[src/rtl/serializer_param.sv]
// Parameterised parallel-to-serial shifter with back-to-back frames and abort.
// Define SER_PARITY_EN to add an optional even/odd parity bit after each frame.
module serializer_param #(
  parameter int unsigned DATA_WIDTH = 8,
  parameter bit          LSB_FIRST  = 1'b1
) (
  input  logic                  clk,
  input  logic                  rst,
  input  logic [DATA_WIDTH-1:0] p_data,
  input  logic                  ser_en,
`ifdef SER_PARITY_EN
  input  logic                  par_en,
  input  logic                  par_typ,
`endif
  output logic                  ser_data,
  output logic                  ser_done,
  output logic                  busy
);

  localparam int unsigned CW = $clog2(DATA_WIDTH);
  localparam logic [CW-1:0] LAST = CW'(DATA_WIDTH - 1);

  localparam logic [1:0] S_IDLE  = 2'd0;
  localparam logic [1:0] S_SHIFT = 2'd1;
`ifdef SER_PARITY_EN
  localparam logic [1:0] S_PAR   = 2'd2;
`endif

  logic [1:0]            state_q, state_d;
  logic [DATA_WIDTH-1:0] sreg_q, sreg_d;
  logic [CW-1:0]         cnt_q, cnt_d;
  logic                  head;
  logic [DATA_WIDTH-1:0] shifted;
  logic                  load;
`ifdef SER_PARITY_EN
  logic                  pen_q, pen_d;
  logic                  pbit_q, pbit_d;
`endif

  assign head = LSB_FIRST ? sreg_q[0] : sreg_q[DATA_WIDTH-1];

  assign shifted = LSB_FIRST
                 ? {1'b0, sreg_q[DATA_WIDTH-1:1]}
                 : {sreg_q[DATA_WIDTH-2:0], 1'b0};

  always_comb begin
    state_d = state_q;
    sreg_d  = sreg_q;
    cnt_d   = cnt_q;
    load    = 1'b0;
`ifdef SER_PARITY_EN
    pen_d   = pen_q;
    pbit_d  = pbit_q;
`endif
    unique case (state_q)
      S_IDLE: begin
        if (ser_en) load = 1'b1;
      end
      S_SHIFT: begin
        if (!ser_en) begin
          state_d = S_IDLE;
          sreg_d  = '0;
          cnt_d   = '0;
        end else if (cnt_q == LAST) begin
`ifdef SER_PARITY_EN
          if (pen_q) begin
            state_d = S_PAR;
            sreg_d  = '0;
            cnt_d   = '0;
          end else begin
            load = 1'b1;
          end
`else
          load = 1'b1;
`endif
        end else begin
          sreg_d = shifted;
          cnt_d  = cnt_q + 1'b1;
        end
      end
`ifdef SER_PARITY_EN
      S_PAR: begin
        if (ser_en) load = 1'b1;
        else        state_d = S_IDLE;
      end
`endif
      default: begin
        state_d = S_IDLE;
        sreg_d  = '0;
        cnt_d   = '0;
      end
    endcase
    // Load covers both the IDLE start and the seamless back-to-back reload.
    if (load) begin
      state_d = S_SHIFT;
      sreg_d  = p_data;
      cnt_d   = '0;
`ifdef SER_PARITY_EN
      pen_d   = par_en;
      pbit_d  = (^p_data) ^ par_typ;
`endif
    end
  end

  always_ff @(posedge clk or negedge rst) begin
    if (!rst) begin
      state_q <= S_IDLE;
      sreg_q  <= '0;
      cnt_q   <= '0;
`ifdef SER_PARITY_EN
      pen_q   <= 1'b0;
      pbit_q  <= 1'b0;
`endif
    end else begin
      state_q <= state_d;
      sreg_q  <= sreg_d;
      cnt_q   <= cnt_d;
`ifdef SER_PARITY_EN
      pen_q   <= pen_d;
      pbit_q  <= pbit_d;
`endif
    end
  end

  assign busy = (state_q != S_IDLE);

  always_comb begin
    ser_data = 1'b0;
    ser_done = 1'b0;
    if (state_q == S_SHIFT) begin
      ser_data = head;
`ifdef SER_PARITY_EN
      ser_done = (cnt_q == LAST) && !pen_q;
`else
      ser_done = (cnt_q == LAST);
`endif
    end
`ifdef SER_PARITY_EN
    if (state_q == S_PAR) begin
      ser_data = pbit_q;
      ser_done = 1'b1;
    end
`endif
  end

endmodule

[config.mk]
export PLATFORM = sky130hd
export DESIGN_NAME = serializer_param
export DESIGN_NICKNAME = d
export VERILOG_FILES = /design/src/rtl/serializer_param.sv
export SDC_FILE = /design/constraint.sdc
export NUM_CORES = 1
export LEC_CHECK = 0
export CELL_PAD_IN_SITES_DETAIL_PLACEMENT = 0
export CELL_PAD_IN_SITES_GLOBAL_PLACEMENT = 2
export CORE_ASPECT_RATIO = 0.8
export CORE_MARGIN = 2
export CORE_UTILIZATION = 31
export CTS_CLUSTER_DIAMETER = 100
export DETAILED_ROUTE_END_ITERATION = 16
export PLACE_DENSITY = 0.84
export RECOVER_POWER = 100
export SLEW_MARGIN = 5
export SYNTH_ARGS = -nofsm -noshare
export SYNTH_HDL_FRONTEND = slang
export SYNTH_SLANG_ARGS = --single-unit
[constraint.sdc]
create_clock -name clk -period 2 [get_ports clk]
set_input_delay 0.4 -clock clk [delete_from_list [all_inputs] [get_ports clk]]
set_output_delay 0.4 -clock clk [all_outputs]
set_load 0.005 [all_outputs]
# --- Yosys cells after proc, flatten, opt, wreduce, memory -nomap -nowiden ---
# Cells that the tools add are included.
word_totals:
  output_inout_bits: 3
  regBits: 13
  in_bits: 11
  word_cells: 30
classes:
  n_eq_ne: 5
  add_sub_neg: 1
  mux: 17
  n_reduce_logical: 4
ops:
  columns: ["op", "count"]
  rows:
  - ["two-way mux 8 bit", 3]
  - ["one-hot mux 8 bit (2 select lines)", 1]
  - ["two-way mux 3 bit", 3]
  - ["one-hot mux 3 bit (2 select lines)", 1]
  - ["two-way mux 1 bit", 5]
  - ["two-way mux 2 bit", 2]
  - ["!= test 4 bit (second input constant)", 1]
  - ["one-hot mux 2 bit (2 select lines)", 1]
  - ["AND reduction 2 bit", 2]
  - ["adder 3 x 1 -> 3 bit (second input constant)", 1]
  - ["equality test 3 bit (second input constant)", 1]
  - ["!= test 3 bit (second input constant)", 1]
  - ["equality test 2 x 1 -> 1 bit (second input constant)", 1]
  - ["zero test 2 bit", 1]
  - ["!= test 2 bit (second input constant)", 1]
  - ["one-hot mux 1 bit (2 select lines)", 1]
  - ["nonzero test 2 bit", 1]

# --- Longest topological paths before layout ---
logic_depth:
  word_depth: 6
  ltp_mapped: 5
  ltp_nobuf: 4

# --- Worst setup path after synthesis ---
# Ideal clock, no wire load.
synth_timing:
  kind: "register to output"
  from: "register cnt_q[0]"
  to: "output port ser_done"
  t_arrival_ns: 1.131
  required_ns: 1.600
  slack_ns: 0.469
  path_stages_with_launch: 5
  n_path_buf: 1
  cell_sequence: "dfrtp_1 ha_1 ha_1 buf_2 and2_1"
synth_via:
  elab_chain_cells: 2
synth_rtl:
  columns: ["item", "line", "source"]
  rows:
  - ["start, declared", "31", "logic [CW-1:0] cnt_q, cnt_d;"]
  - ["start signal, assigned", "117", "cnt_q <= cnt_d;"]
  - ["equality test 3 bit", "135", "ser_done = (cnt_q == LAST);"]
  - ["two-way mux 1 bit", "130", "if (state_q == S_SHIFT) begin"]
  - ["end, declared", "16", "output logic ser_done,"]
# Every way passes these cells.

# --- Worst setup path after layout ---
layout_timing:
  from: "register state_q[0]"
  to: "output port ser_data"
layout_via:
  elab_chain_cells: 2
layout_rtl:
  columns: ["item", "line", "source"]
  rows:
  - ["start, declared", "29", "logic [1:0] state_q, state_d;"]
  - ["start signal, assigned", "115", "state_q <= state_d;"]
  - ["equality test 2 x 1 -> 1 bit", "130", null]
  - ["two-way mux 1 bit", "130", null]
  - ["end, declared", "15", "output logic ser_data,"]
# Every way passes these cells.

==> reports/metrics.yaml <==
run_status:
  status: "finished clean"
drt:
  vias: 523
  drtAntennaViolNets: 0
  wl_mm: 1.37
  dr.pass1.iters: 4
  drt_iter0_markers: 16
  post_drt_wl_per_cell_microns: 13.9
  vias_per_cell: 5.28
  post-route-drc-count: 0
sta:
  finClkSkew_ns: 0.00215
  worst_pin_slew_ns: 0.667
  relSlewSlack_pct: 55.6
  grt_setup_unrepaired: "no"
  timing.hold.ws_ns: 0.511
  timing.final.crit_share_pct: 95.0
  setup_violations: 0
  period_needed_ns: 1.90
  hold_viol_final: 0
  setup_tns_ns: 0
  drv_slew: 0
  fmax_ghz: 0.526
  layout_setup_ws_ns: 0.101
logic_synthesis:
  yosysTopAreaCellShare_pct: 43.7
  synth.yosys.seq_area_share_pct: 43.7
  syn-instance-count: 60
  synth-edff-count: 0
  async_flop_share_pct: 100
  syn_area_per_cell_sq_um: 11.4
  ys.flop_type: "dfrtp_1"
  synthTopCellsByArea: "dfrtp_1 (44%), mux2i_1 (12%), nand4b_1 (8.9%)"
  synth_nets: 73
  ys_types: 18
  yosys.area.top_type: "dfrtp_1"
  synthesis.area_sq_um: 687
  yosysWarnings: 0
  ys_ff_latch: 12
clock_tree:
  clk_latency_ns: 0.28
  cts_sinks: 12
  cts_buffers: 3
  h-tree-depth: 1
  clockBufferDepth: 2
  post_cts_resized: 1
  ctsHoldBuffers: 0
  cts.clk_slew.worst_paths_ns: 0.08
  cts_setup_buffers: 0
  cts-root-buf: "clkbuf_4"
  cts_tree: "done"
power:
  power_density_mw_per_mm2: 644
  internal_power_uw: 420
  total_power_uw: 555
  leakage_nw: 0.369
  p_clk_share_pct: 35.5
  ir_worst_vdd_uv: 460
  combPwrFrac_pct: 15.2
  swShare_pct: 24.4
  power.switching_uw: 135
  pwr-share-seq_pct: 49.3
floorplanning:
  dieWidth_microns: 56.6
  io_pins: 14
  core_sq_mm: 0.00212
  rows: 15
  fp.dieArea_sq_mm: 0.00261
  die_height_microns: 46.1
  start_util_pct: 32.4
placed_design:
  place_area_sq_um: 836
  gp_congestion: 0.628
  dpl.cell_count: 95
  io_buffers: 13
  dp.final_hpwl_microns: 923
  pre_cts_slack_ns: 0.249
worst_hold_path:
  hp-class: "reg -> reg"
  hold_path_depth: 1
critical_path:
  crit_type: "reg -> out"
  cp_data_arrival_time_ns: 1.50
  reg2reg_depth: 5
  critical_path.max_fanout: 11
  crit_buf_inv: 1
  crit_path_end_kind: "output pin"
  crit_path_cell_trace: "and2_0, clkdlybuf4s50_1"
  start_kind: "register"
  crit_cells: 2
  critPathTopFamily: "flip-flops"
  critPathRequiredTime_ns: 1.60
  max_stage_delay_ns: 0.54
  critPathSlowestCell: "dfrtp_1"
final_layout:
  multi_input_area_sq_um: 327
  antennaDiodeCount: 0
  design_area_sq_um: 862
  fin_nets: 88
  layout-drive-gt1-share_pct: 10.8
  finish.utilization_pct: 40.6
  seqCellArea_sq_um: 300
  final_cell_count_no_fill: 99
  fillCellCount: 218
  area_growth_pct: 25.5
grt:
  track_usage_pct: 12.0
  grt_pass1_vias: 515
  grt_pass1_wl_mm: 2.31
  grt_max_degree: 28
  antenna_found_initial: 0
  grt_overflow: 0
job:
  cap_violations: 0
==> logic make-up (layout without fill, tap and decap cells) <==
group                    after synthesis  in the layout  synth area share, %
AO/OA/AOI/OAI                         11             11                 13.1
buffers and inverters                  7             21                 8.01
adder cells (fa/ha/maj)                2              2                 3.64
flip-flops                            12             12                 43.7
multiplexers                           8              8                 11.7
AND/OR/NAND/NOR                       20             20                 19.9
==> sequential cells by signal, indices dropped and copies added, names as in the netlist <==
name,flops
cnt_q,3
sreg_q,8
state_q,1
==> Yosys cell counts, types with 2 or more instances <==
cell,instances
nand4b_1,7
dfrtp_1,12
a32o_1,2
o211ai_1,6
nand3_1,8
buf_2,4
mux2i_1,8
and2_1,2
ha_1,2
==> layer usage <==
layer / wire (microns) / global-route usage [%] / up-vias / share of wire [%]
met1: 693 / 15.3 / 252 / 50
met2: 591 / 17.9 / 14 / 43
li1: - / - / 257 / -
met5: 0 / 0 / - / 0
met4: 0 / 2.86 / 0 / 0
met3: 89 / 6.74 / 0 / 6.5
==> power by group through the flow <==
stage	clock network, mW	registers [mW]	logic [mW]
finish	0.197	0.273	0.0844
global route	0.216	0.276	0.0933
CTS	0.204	0.273	0.0879
detailed placement	0	0.278	0.0875
global placement	0	0.277	0.0857
floorplan	0	0.273	0.0528
==> area by class of cell <==
type                            count  area share, %
Timing Repair Buffer               17           19.4
Multi-Input combinational cell     41           37.9
Clock buffer                        4           4.21
Sequential cell                    12           34.8
Tap cell                           25           3.63
==> layout by cell type (no fill, tap or decap), drive strengths merged <==
cell type,n
clkbuf,5
nor4bb,1
nor2,1
o21ai,1
clkdlybuf4s50,10
dlygate4sd3,2
and2,2
dlygate4sd2,1
ha,2
nor2b,1
nand4b,7
nand3,8
a21o,1
o211ai,7
dfrtp,12
a32o,2
buf,3
mux2i,8
==> final timing paths <==
check	start	endpoint	slack, ns
max	state_q[0]	ser_data	0.10
min	cnt_q[1]	cnt_q[1]	0.51
max reg2reg	cnt_q[0]	cnt_q[1]	0.26
min reg2reg	cnt_q[1]	cnt_q[1]	0.51
max in group asynchronous	rst	cnt_q[0]	1.08
min in group asynchronous	rst	sreg_q[1]	0.55
(Power assumes the default switching activity.)
